[src/rtl/vpg_mode_ctrl_pkg.sv]
// Shared types and the constant video timing table for the VGA mode controller.
// Timing words are 0-based counter values: *_total is the last count of a line/frame,
// *_sync the last count of the sync pulse, *_start/*_end bound the active region.
package vpg_timing_pkg;

    localparam int TIMING_W = 12;
    localparam int CNT_W    = 24;

    typedef logic [TIMING_W-1:0] timing_word_t;
    typedef logic [CNT_W-1:0]    cnt_t;

    typedef enum logic [1:0] {
        MODE_640X480   = 2'd0,
        MODE_800X600   = 2'd1,
        MODE_1280X720  = 2'd2,
        MODE_1920X1080 = 2'd3
    } vpg_mode_e;

    typedef struct packed {
        timing_word_t h_total;
        timing_word_t h_sync;
        timing_word_t h_start;
        timing_word_t h_end;
        timing_word_t v_total;
        timing_word_t v_sync;
        timing_word_t v_start;
        timing_word_t v_end;
        timing_word_t v_active_14;
        timing_word_t v_active_24;
        timing_word_t v_active_34;
    } vpg_timing_t;

    typedef enum logic [3:0] {
        ST_INIT     = 4'd0,
        ST_IDLE     = 4'd1,
        ST_WAIT_VS  = 4'd2,
        ST_HOLD     = 4'd3,
        ST_PLL_CFG  = 4'd4,
        ST_PLL_WAIT = 4'd5,
        ST_LOAD     = 4'd6,
        ST_SETTLE   = 4'd7,
        ST_RELEASE  = 4'd8
    } vpg_state_e;

    // Timing set per mode; v_active_k4 = v_start + k * active_lines / 4.
    function automatic vpg_timing_t vpg_timing(input vpg_mode_e mode);
        vpg_timing_t t;
        case (mode)
            MODE_800X600:   t = '{12'd1055, 12'd127, 12'd215, 12'd1015,
                                  12'd627,  12'd3,   12'd26,  12'd626,
                                  12'd176,  12'd326, 12'd476};
            MODE_1280X720:  t = '{12'd1649, 12'd39,  12'd259, 12'd1539,
                                  12'd749,  12'd4,   12'd24,  12'd744,
                                  12'd204,  12'd384, 12'd564};
            MODE_1920X1080: t = '{12'd2199, 12'd43,  12'd191, 12'd2111,
                                  12'd1124, 12'd4,   12'd40,  12'd1120,
                                  12'd310,  12'd580, 12'd850};
            default:        t = '{12'd799,  12'd95,  12'd143, 12'd783,
                                  12'd524,  12'd1,   12'd34,  12'd514,
                                  12'd154,  12'd274, 12'd394};
        endcase
        return t;
    endfunction

    // Down-counter reload value so that a state lasts exactly 'cycles' clocks.
    function automatic cnt_t cnt_load(input cnt_t cycles);
        return (cycles == '0) ? '0 : cycles - cnt_t'(1);
    endfunction

endpackage

[src/rtl/vpg_mode_ctrl_if.sv]
// Host-side mode request handshake of the VGA mode controller.
// The host (master) holds mode_req high until it sees mode_ack.
interface vpg_mode_ctrl_if;
    logic       mode_req;
    logic [1:0] mode_sel;
    logic       mode_ack;
    logic       busy;
    logic [1:0] cur_mode;
    logic       cfg_error;

    modport master (
        output mode_req, mode_sel,
        input  mode_ack, busy, cur_mode, cfg_error
    );

    modport slave (
        input  mode_req, mode_sel,
        output mode_ack, busy, cur_mode, cfg_error
    );
endinterface

[src/rtl/vpg_mode_ctrl_timing_rom.sv]
// Registered timing lookup: the output register drives the generator timing
// ports directly, so the whole set changes on a single edge when enabled.
module vpg_timing_rom
    import vpg_timing_pkg::*;
#(
    parameter logic [1:0] DEFAULT_MODE = 2'd0
) (
    input  logic        clk,
    input  logic        reset_n,
    input  logic        en_i,
    input  vpg_mode_e   mode_i,
    output vpg_timing_t timing_o
);

    vpg_timing_t timing_q;

    // Load the selected row when enabled, otherwise hold the applied timing.
    // NOTE: the table itself is constant logic and needs no reset; only this
    // output register is reset, so the generator sees a valid row from reset.
    always_ff @(posedge clk or negedge reset_n) begin
        if (!reset_n) begin
            timing_q <= vpg_timing(vpg_mode_e'(DEFAULT_MODE));
        end else if (en_i) begin
            timing_q <= vpg_timing(mode_i);
        end
    end

    assign timing_o = timing_q;

endmodule

[src/rtl/vpg_mode_ctrl.sv]
// Video mode-change sequencer: waits for a frame boundary, holds the timing
// generator in reset, reprograms the pixel PLL, loads the new timing set and
// releases the generator. DEFAULT_MODE is configured automatically after reset.
module vpg_mode_ctrl
    import vpg_timing_pkg::*;
#(
    parameter logic [1:0]  DEFAULT_MODE  = 2'd0,
    parameter logic [23:0] VS_TIMEOUT    = 24'd2000000,
    parameter logic [23:0] PLL_TIMEOUT   = 24'd1000000,
    parameter logic [23:0] SETTLE_CYCLES = 24'd16
) (
    input  logic         clk,
    input  logic         reset_n,
    vpg_mode_ctrl_if.slave host,
    input  logic         vga_vs_i,
    output logic         pll_start_o,
    output logic [1:0]   pll_mode_o,
    input  logic         pll_done_i,
    input  logic         pll_locked_i,
    output logic         gen_reset_n_o,
    output logic [11:0]  h_total_o,
    output logic [11:0]  h_sync_o,
    output logic [11:0]  h_start_o,
    output logic [11:0]  h_end_o,
    output logic [11:0]  v_total_o,
    output logic [11:0]  v_sync_o,
    output logic [11:0]  v_start_o,
    output logic [11:0]  v_end_o,
    output logic [11:0]  v_active_14_o,
    output logic [11:0]  v_active_24_o,
    output logic [11:0]  v_active_34_o
);

    localparam vpg_mode_e DEF_MODE    = vpg_mode_e'(DEFAULT_MODE);
    localparam cnt_t      VS_LOAD     = cnt_load(VS_TIMEOUT);
    localparam cnt_t      PLL_LOAD    = cnt_load(PLL_TIMEOUT);
    localparam cnt_t      SETTLE_LOAD = cnt_load(SETTLE_CYCLES);

    vpg_state_e  state_q;
    cnt_t        cnt_q;
    vpg_mode_e   target_q;
    vpg_mode_e   cur_mode_q;
    vpg_mode_e   pll_mode_q;
    logic        pll_start_q;
    logic        mode_ack_q;
    logic        busy_q;
    logic        cfg_error_q;
    logic        gen_reset_n_q;
    logic        req_pending_q;
    logic        done_seen_q;

    logic        vs_meta_q, vs_sync_q, vs_prev_q;
    logic        lock_meta_q, lock_sync_q;
    logic        vs_fall;
    logic        cnt_expired;
    vpg_timing_t timing;

    // Two-flop synchronisers for the pixel-domain vsync and the PLL lock, plus
    // one extra vsync stage for falling-edge detection (vsync is active low).
    // NOTE: every register here uses <=, so all stages sample the values from
    // before the edge; blocking '=' would collapse the chain into one flop.
    always_ff @(posedge clk or negedge reset_n) begin
        if (!reset_n) begin
            vs_meta_q   <= 1'b1;
            vs_sync_q   <= 1'b1;
            vs_prev_q   <= 1'b1;
            lock_meta_q <= 1'b0;
            lock_sync_q <= 1'b0;
        end else begin
            vs_meta_q   <= vga_vs_i;
            vs_sync_q   <= vs_meta_q;
            vs_prev_q   <= vs_sync_q;
            lock_meta_q <= pll_locked_i;
            lock_sync_q <= lock_meta_q;
        end
    end

    assign vs_fall     = vs_prev_q & ~vs_sync_q;
    assign cnt_expired = (cnt_q == '0);

    // Mode-change sequencer; the shared down-counter is reloaded on each state entry.
    always_ff @(posedge clk or negedge reset_n) begin
        if (!reset_n) begin
            state_q       <= ST_INIT;
            cnt_q         <= '0;
            target_q      <= DEF_MODE;
            cur_mode_q    <= DEF_MODE;
            pll_mode_q    <= DEF_MODE;
            pll_start_q   <= 1'b0;
            mode_ack_q    <= 1'b0;
            busy_q        <= 1'b1;
            cfg_error_q   <= 1'b0;
            gen_reset_n_q <= 1'b0;
            req_pending_q <= 1'b0;
            done_seen_q   <= 1'b0;
        end else begin
            mode_ack_q  <= 1'b0;
            pll_start_q <= 1'b0;
            if (!cnt_expired) begin
                cnt_q <= cnt_q - cnt_t'(1);
            end
            // A host that withdraws its request mid-sequence gets no ack.
            if (state_q != ST_IDLE && !host.mode_req) begin
                req_pending_q <= 1'b0;
            end

            case (state_q)
                ST_INIT: begin
                    target_q      <= DEF_MODE;
                    req_pending_q <= 1'b0;
                    cnt_q         <= '0;
                    state_q       <= ST_PLL_CFG;
                end
                ST_IDLE: begin
                    // The ack cycle itself is skipped so a host still holding
                    // mode_req while it sees the ack is not acknowledged twice.
                    if (host.mode_req && !mode_ack_q) begin
                        if (host.mode_sel == cur_mode_q) begin
                            mode_ack_q <= 1'b1;
                        end else begin
                            target_q      <= vpg_mode_e'(host.mode_sel);
                            cfg_error_q   <= 1'b0;
                            req_pending_q <= 1'b1;
                            busy_q        <= 1'b1;
                            cnt_q         <= VS_LOAD;
                            state_q       <= ST_WAIT_VS;
                        end
                    end
                end
                ST_WAIT_VS: begin
                    if (vs_fall || cnt_expired) begin
                        gen_reset_n_q <= 1'b0;
                        cnt_q         <= '0;
                        state_q       <= ST_HOLD;
                    end
                end
                ST_HOLD: begin
                    cnt_q   <= '0;
                    state_q <= ST_PLL_CFG;
                end
                ST_PLL_CFG: begin
                    pll_mode_q  <= target_q;
                    pll_start_q <= 1'b1;
                    done_seen_q <= 1'b0;
                    cnt_q       <= PLL_LOAD;
                    state_q     <= ST_PLL_WAIT;
                end
                ST_PLL_WAIT: begin
                    if (pll_done_i) begin
                        done_seen_q <= 1'b1;
                    end
                    if ((done_seen_q || pll_done_i) && lock_sync_q) begin
                        cnt_q   <= '0;
                        state_q <= ST_LOAD;
                    end else if (cnt_expired) begin
                        cfg_error_q <= 1'b1;
                        cnt_q       <= '0;
                        state_q     <= ST_LOAD;
                    end
                end
                ST_LOAD: begin
                    cur_mode_q <= target_q;
                    cnt_q      <= SETTLE_LOAD;
                    state_q    <= ST_SETTLE;
                end
                ST_SETTLE: begin
                    if (cnt_expired) begin
                        cnt_q   <= '0;
                        state_q <= ST_RELEASE;
                    end
                end
                ST_RELEASE: begin
                    gen_reset_n_q <= 1'b1;
                    mode_ack_q    <= req_pending_q & host.mode_req;
                    req_pending_q <= 1'b0;
                    busy_q        <= 1'b0;
                    cnt_q         <= '0;
                    state_q       <= ST_IDLE;
                end
                default: begin
                    state_q <= ST_INIT;
                end
            endcase
        end
    end

    vpg_timing_rom #(
        .DEFAULT_MODE(DEFAULT_MODE)
    ) u_timing_rom (
        .clk      (clk),
        .reset_n  (reset_n),
        .en_i     (state_q == ST_LOAD),
        .mode_i   (target_q),
        .timing_o (timing)
    );

    assign host.mode_ack  = mode_ack_q;
    assign host.busy      = busy_q;
    assign host.cur_mode  = cur_mode_q;
    assign host.cfg_error = cfg_error_q;

    assign pll_start_o   = pll_start_q;
    assign pll_mode_o    = pll_mode_q;
    assign gen_reset_n_o = gen_reset_n_q;

    assign h_total_o     = timing.h_total;
    assign h_sync_o      = timing.h_sync;
    assign h_start_o     = timing.h_start;
    assign h_end_o       = timing.h_end;
    assign v_total_o     = timing.v_total;
    assign v_sync_o      = timing.v_sync;
    assign v_start_o     = timing.v_start;
    assign v_end_o       = timing.v_end;
    assign v_active_14_o = timing.v_active_14;
    assign v_active_24_o = timing.v_active_24;
    assign v_active_34_o = timing.v_active_34;

endmodule

[src/flat_wrapper.sv]
// flat-port wrapper written by rule: the top's interface ports become plain ports
module vpg_mode_ctrl_flat import vpg_timing_pkg::*;
#(
    parameter logic [1:0]  DEFAULT_MODE  = 2'd0,
    parameter logic [23:0] VS_TIMEOUT    = 24'd2000000,
    parameter logic [23:0] PLL_TIMEOUT   = 24'd1000000,
    parameter logic [23:0] SETTLE_CYCLES = 24'd16
)
  (clk, reset_n, vga_vs_i, pll_start_o, pll_mode_o, pll_done_i, pll_locked_i, gen_reset_n_o, h_total_o, h_sync_o, h_start_o, h_end_o, v_total_o, v_sync_o, v_start_o, v_end_o, v_active_14_o, v_active_24_o, v_active_34_o, host_mode_req, host_mode_sel, host_mode_ack, host_busy, host_cur_mode, host_cfg_error);
  vpg_mode_ctrl_if host_i ();
  input  logic clk;
  input  logic reset_n;
  input  logic vga_vs_i;
  output logic pll_start_o;
  output logic [1:0] pll_mode_o;
  input  logic pll_done_i;
  input  logic pll_locked_i;
  output logic gen_reset_n_o;
  output logic [11:0] h_total_o;
  output logic [11:0] h_sync_o;
  output logic [11:0] h_start_o;
  output logic [11:0] h_end_o;
  output logic [11:0] v_total_o;
  output logic [11:0] v_sync_o;
  output logic [11:0] v_start_o;
  output logic [11:0] v_end_o;
  output logic [11:0] v_active_14_o;
  output logic [11:0] v_active_24_o;
  output logic [11:0] v_active_34_o;
  input wire logic [$bits(host_i.mode_req)-1:0] host_mode_req;
  input wire logic [$bits(host_i.mode_sel)-1:0] host_mode_sel;
  output wire logic [$bits(host_i.mode_ack)-1:0] host_mode_ack;
  output wire logic [$bits(host_i.busy)-1:0] host_busy;
  output wire logic [$bits(host_i.cur_mode)-1:0] host_cur_mode;
  output wire logic [$bits(host_i.cfg_error)-1:0] host_cfg_error;
  assign host_i.mode_req = host_mode_req;
  assign host_i.mode_sel = host_mode_sel;
  assign host_mode_ack = host_i.mode_ack;
  assign host_busy = host_i.busy;
  assign host_cur_mode = host_i.cur_mode;
  assign host_cfg_error = host_i.cfg_error;
  vpg_mode_ctrl #(.DEFAULT_MODE(DEFAULT_MODE), .VS_TIMEOUT(VS_TIMEOUT), .PLL_TIMEOUT(PLL_TIMEOUT), .SETTLE_CYCLES(SETTLE_CYCLES)) u_core (.clk(clk), .reset_n(reset_n), .host(host_i), .vga_vs_i(vga_vs_i), .pll_start_o(pll_start_o), .pll_mode_o(pll_mode_o), .pll_done_i(pll_done_i), .pll_locked_i(pll_locked_i), .gen_reset_n_o(gen_reset_n_o), .h_total_o(h_total_o), .h_sync_o(h_sync_o), .h_start_o(h_start_o), .h_end_o(h_end_o), .v_total_o(v_total_o), .v_sync_o(v_sync_o), .v_start_o(v_start_o), .v_end_o(v_end_o), .v_active_14_o(v_active_14_o), .v_active_24_o(v_active_24_o), .v_active_34_o(v_active_34_o));
endmodule
[config.mk]
export PLATFORM = sky130hd
export DESIGN_NAME = vpg_mode_ctrl_flat
export DESIGN_NICKNAME = d
export VERILOG_FILES = /design/src/rtl/vpg_mode_ctrl_pkg.sv /design/src/rtl/vpg_mode_ctrl_if.sv /design/src/rtl/vpg_mode_ctrl_timing_rom.sv /design/src/rtl/vpg_mode_ctrl.sv /design/src/flat_wrapper.sv
export SDC_FILE = /design/constraint.sdc
export NUM_CORES = 1
export LEC_CHECK = 0
export ABC_AREA = 1
export ABC_CLOCK_PERIOD_IN_PS = 2700
export CAP_MARGIN = 20
export CORE_UTILIZATION = 49
export CTS_CLUSTER_DIAMETER = 40
export CTS_CLUSTER_SIZE = 30
export DETAILED_ROUTE_END_ITERATION = 6
export HOLD_SLACK_MARGIN = 0.05
export PLACE_DENSITY = 0.86
export SKIP_LAST_GASP = 1
export SLEW_MARGIN = 20
export SYNTH_ARGS = -nofsm -noshare
export SYNTH_HDL_FRONTEND = slang
export SYNTH_HIERARCHICAL = 1
export SYNTH_SLANG_ARGS = --single-unit
[constraint.sdc]
create_clock -name clk -period 2.7 [get_ports clk]
set_clock_uncertainty 0.1 [all_clocks]
set_input_delay 0.54 -clock clk [delete_from_list [all_inputs] [get_ports clk]]
set_output_delay 0.54 -clock clk [all_outputs]
set_load 0.02 [all_outputs]
== Word level (Yosys, flattened, before mapping) ==
Index checks and enable logic that the tools add are counted.

* Reductions and logical operators: 23
* Equal/unequal tests: 21
* Bitwise gates (word level): 3
* Muxes and demuxes: 38
* Add/subtract/negate cells: 1

{| class="wikitable"
|+ Operators with widths
! kind !! count
|-
| 132-bit one-hot mux with 3 select lines || 1
|-
| 24-bit one-hot mux with 7 select lines || 1
|-
| 24-bit 2-to-1 mux || 6
|-
| 4-bit one-hot mux with 8 select lines || 1
|-
| 24-bit logical NOT || 1
|-
| 4-bit 2-to-1 mux || 6
|-
| 24-bit by 1-bit subtractor with 24-bit output (second input constant) || 1
|-
| 4-bit by 3-bit equality test with 1-bit output (second input constant) || 4
|-
| 1-bit 2-to-1 mux || 14
|-
| 1-bit one-hot mux with 2 select lines || 6
|-
| 5-bit AND reduction || 2
|-
| 2-bit nonzero test || 5
|-
| 4-bit by 2-bit equality test with 1-bit output (second input constant) || 2
|-
| 2-bit by 1-bit != test with 1-bit output (second input constant) || 4
|-
| 2-bit != test (second input constant) || 3
|-
| 3-bit AND reduction || 2
|-
| 2-bit equality test (second input constant) || 2
|-
| 4-bit by 1-bit equality test with 1-bit output (second input constant) || 1
|-
| 4-bit equality test (second input constant) || 1
|-
| 4-bit logical NOT || 1
|-
| 2-bit 2-to-1 mux || 2
|-
| 4-bit by 1-bit != test with 1-bit output (second input constant) || 1
|-
| 2-bit one-hot mux with 2 select lines || 1
|-
| 2-bit AND reduction || 2
|-
| other kinds (10) || 16
|}

* Bits of input ports: 8
* Register bits after elaboration: 178

== Logic depth before layout (Yosys ltp) ==
* Depth in word-level cells: 6
* Gate-level depth with buffers: 11

== By module ==
Netlist, hierarchy kept.

{| class="wikitable"
|+ By module, submodules not included
! module !! times used !! area an instance (µm²) !! seq. area each (µm²) !! cells an instance
|-
| vpg_mode_ctrl || 1 || 2606.2 || 1156.1 || 352
|-
| vpg_timing_rom || 1 || 1559.0 || 359.1 || 185
|}

== Worst setup path after synthesis ==
No wires, ideal clock.

* Path type: register to register
* From: register u_core.cnt_q[0]
* To: register u_core.cnt_q[0]
* Path buffers: 1
* Required time: 2.517 ns
* Arrival: 1.626 ns
* Setup time: 0.083 ns
* Setup slack: 0.891 ns
* Cell stages (with the launch flop): 9
* Cells stage by stage: dfrtp_1 -> inv_1 -> ha_1 -> nand2_1 -> nor2_1 -> nand3_2 -> buf_6 -> ha_1 -> o21ai_0

* Word-level cells in the longest chain between the ends: 5

{| class="wikitable"
|+ Ends and longest elaborated chain
! what !! RTL line !! text
|-
| from (decl) || vpg_mode_ctrl.sv:40 || <nowiki>cnt_t cnt_q;</nowiki>
|-
| from (signal assigned) || vpg_mode_ctrl.sv:100 || <nowiki>cnt_q <= cnt_q - cnt_t'(1);</nowiki>
|-
| 24-bit by 1-bit subtractor with 24-bit output or 24-bit logical NOT (tied branches) || vpg_mode_ctrl.sv:100, vpg_mode_ctrl.sv:79 ||
|-
| 24-bit 2-to-1 mux || vpg_mode_ctrl.sv:99 || <nowiki>if (!cnt_expired) begin</nowiki>
|-
| 24-bit 2-to-1 mux (on tied branches) || vpg_mode_ctrl.sv:155, vpg_mode_ctrl.sv:167, vpg_mode_ctrl.sv:118 ||
|-
| 24-bit 2-to-1 mux (on tied branches) || vpg_mode_ctrl.sv:152, vpg_mode_ctrl.sv:117 ||
|-
| 24-bit one-hot mux with 7 select lines (*) || vpg_mode_ctrl.sv:107 || <nowiki>case (state_q)</nowiki>
|}

Every way passes the cells marked *; elsewhere a longest branch is shown, timed or not.
A chain may end at the register's enable or synchronous reset.

==> out/metrics.csv <==
stage,metric,value,unit
synthesis,ys_async_sr_fraction,100,%
place,placed_cell_area,4530,um2
floorplan,die_y,94.2,um
clock_tree,cts_hold_buf,0,
setup_path,end_kind,output pin,
global_routing,grt_pass1_vias,2827,
global_routing,grt_start_max_net_pins,30,
route,drt-pass1-iter-count,4,
finish,layout-drive-gt1-share,8.62,%
finish,layout_commonest_cell,nand2_1,
finish,n_antenna_cell,0,
sta,whs,124,ps
setup_path,crit_chain,clkdlybuf4s50_1,
setup_path,path_buf_inv,1,
clock_tree,clk_latency,340,ps
synthesis,ys.warnings.count,6,
synthesis,synth_area,4170,um2
route,postRouteAntennaNets,0,
hold_path,hold_path_class,input port to asynchronous set/reset pin,
power_and_ir_drop,p_total,6.35,mW
sta,hold_viol,0,
synthesis,syn_avg_cell_area,7.76,um2
synthesis,yosysSeqAreaShare,36.4,%
power_and_ir_drop,ir_drop,0.000580,V
sta,slew_headroom,55.7,%
setup_path,max_stage_delay,630,ps
sta,setup_violations,0,
sta,rsz0062_at_grt,no,
finish,final_util,57.5,%
sta,worst-slew-pin-transition,665,ps
route,drc_errors,0,
synthesis,ys_seq_elements,60,
global_routing,antenna_found_initial,0,
floorplan,die_w,94.2,um
setup_path,cp.arrival,1600,ps
synthesis,yosysUniqueCellTypes,39,
setup_path,crit_slowest_cell,clkdlybuf4s50_1,
clock_tree,cts_root_buffer,clkbuf_8,
clock_tree,cts_tree,built,
place,gp_congestion,0.913,
synthesis,syn_inst,537,
clock_tree,clock-sinks,60,
floorplan,start_util,50.7,%
sta,slew_viol_final,0,
synthesis,synth-main-ff-cell,dfrtp_1,
global_routing,grt_remaining_overflow,0,
floorplan,core_area,8220,um2
setup_path,worstPathMaxFanout,11,
global_routing,grt_usage,19.1,%
route,via_per_inst,4.74,
finish,nets,593,
finish,design_area,4730,um2
run_status,outcome,finished clean,
power_and_ir_drop,leakage,2.45,nW
finish,final_cell_mix,"134 x nand2_1, 96 x clkdlybuf4s50_1, 58 x nor2_1, 51 x conb_1, 49 x dfrtp_1",
sta,max_freq,0.447,GHz
synthesis,synth-edff-count,0,
clock_tree,h-tree-depth,3,
place,io_buffer_count,97,
clock_tree,numCtsBuffers,9,
setup_path,cp-start-kind,register,
job,drv_cap,0,
floorplan,rows,33,
clock_tree,postCtsSetupBuffers,0,
route,vias,3249,
place,dp_hpwl,6390,um
floorplan,die-area,8870,um2
setup_path,path_delay_family,buffers and inverters,
global_routing,grt_pass1_wl,13000,um
route,drt_iter0_markers,188,
finish,synthToLayoutAreaGrowth,13.5,%
route,finalWirelength,8260,um
sta,fin_crit,2240,ps
floorplan,ioPinCount,149,
sta,setup_tns,0,ps
setup_path,cp_data_required_time,2060,ps
clock_tree,cts-resized-gates,0,
clock_tree,clock_path_buffers,2,
sta,period_share,82.9,%
setup_path,crit_type,register to output pin,
power_and_ir_drop,powerDensity,1340,nW/um2
clock_tree,cts.clk_slew.worst_paths,60,ps
route,route.detailed.wl_per_inst,12.1,um
finish,fillers,717,
area by class of cell:
cell class	count	area [um2]	share of cell area, %
clock buffers	12	145	3.07
clock inverters	4	48.8	1.03
inverters	50	193	4.08
multi-input cells	354	1710	36.1
flip-flops and latches	60	1520	32.0
well taps	105	131	2.78
repair buffers	100	988	20.9
power by group:
part | leakage, nW | switching (mW) | internal [mW] | total (mW)
Combinational | 1.59 | 2.32 | 1.58 | 3.91
Clock | 0.100 | 0.346 | 0.450 | 0.796
Sequential | 0.766 | 0.375 | 1.28 | 1.65
Total | 2.45 | 3.04 | 3.31 | 6.35
per-layer routing:
metal | global-route usage (%) | wire length [um]
met1 | 22.9 | 3430
met2 | 32.1 | 4110
met3 | 3.64 | 490
met4 | 10.6 | 232
met5 | 0 | 0
through the flow:
stage | cells | setup slack (ps)
4_1_cts | 685 | 446
3_5_place_dp | 669 | 505
6_report | 685 | 463
3_3_place_gp | 669 | 581
5_1_grt | 685 | 314
2_1_floorplan | 586 | 891
cells by family after synthesis:
family | after synthesis | synth area share [%]
XOR/XNOR | 12 | 2.52
adder cells (fa/ha/maj) | 10 | 3.00
AND/OR/NAND/NOR | 247 | 26.0
buffers and inverters | 172 | 27.1
flip-flops | 60 | 36.4
other | 2 | 0.180
AO/OA/AOI/OAI | 34 | 4.84
path summary, 6_finish.rpt:
kind,start,to,slack [ps],cells past startpoint
worst max-delay path,u_core/u_timing_rom/timing_o[123]$_DFFE_PN1P_,v_active_34_o[7],460,1
worst max register to register,u_core/cnt_q[0]$_DFF_PN0_,u_core/cnt_q[21]$_DFF_PN0_,490,9
worst min register to register,u_core/lock_meta_q$_DFF_PN0_,u_core/lock_sync_q$_DFF_PN0_,250,0
worst min-delay path,reset_n,u_core/cnt_q[17]$_DFF_PN0_,120,1
max in group asynchronous,reset_n,u_core/u_timing_rom/timing_o[123]$_DFFE_PN1P_,1620,2
min in group clk,u_core/lock_meta_q$_DFF_PN0_,u_core/lock_sync_q$_DFF_PN0_,250,0
worst register-to-register path: cells and delay by family (launching register included):
kind,cells,cell delay [ps]
adders and majority gates,1,260
buffers and inverters,1,100
DFF,1,400
and+or+nand+nor,7,1240
sequential cells by signal, indices dropped and copies added, names as in the netlist:
register	flops
u_core/cnt_q	24
u_core/done_seen_q	1
u_core/gen_reset_n_o	1
u_core/host.busy	1
u_core/host.cfg_error	1
u_core/host.cur_mode	2
u_core/host.mode_ack	1
u_core/lock_meta_q	1
u_core/lock_sync_q	1
u_core/pll_mode_o	2
u_core/pll_start_o	1
u_core/req_pending_q	1
u_core/state_q	4
u_core/target_q	2
u_core/u_timing_rom/timing_o	14
u_core/vs_meta_q	1
u_core/vs_prev_q	1
u_core/vs_sync_q	1
synth_stat cells, types with 2 or more instances:
library cell	instances	area, um2
nand2_1	134	503
buf_4	118	886
nor2_1	58	218
dfrtp_1	49	1230
inv_1	47	176
nand3_1	26	130
o21ai_0	17	85.1
dfstp_2	11	289
ha_1	10	125
xor2_1	10	87.6
a21oi_1	6	30.0
nor2_2	5	31.3
nand3b_1	4	30.0
nor3_1	4	20.0
buf_6	3	33.8
nand2_2	3	18.8
nand3_2	3	30.0
a21o_1	2	15.0
conb_1	2	7.51
nand2_4	2	22.5
nand3_4	2	35.0
nand4_1	2	12.5
o21a_1	2	15.0
xnor2_1	2	17.5
Power figures use the tool's default switching activity.
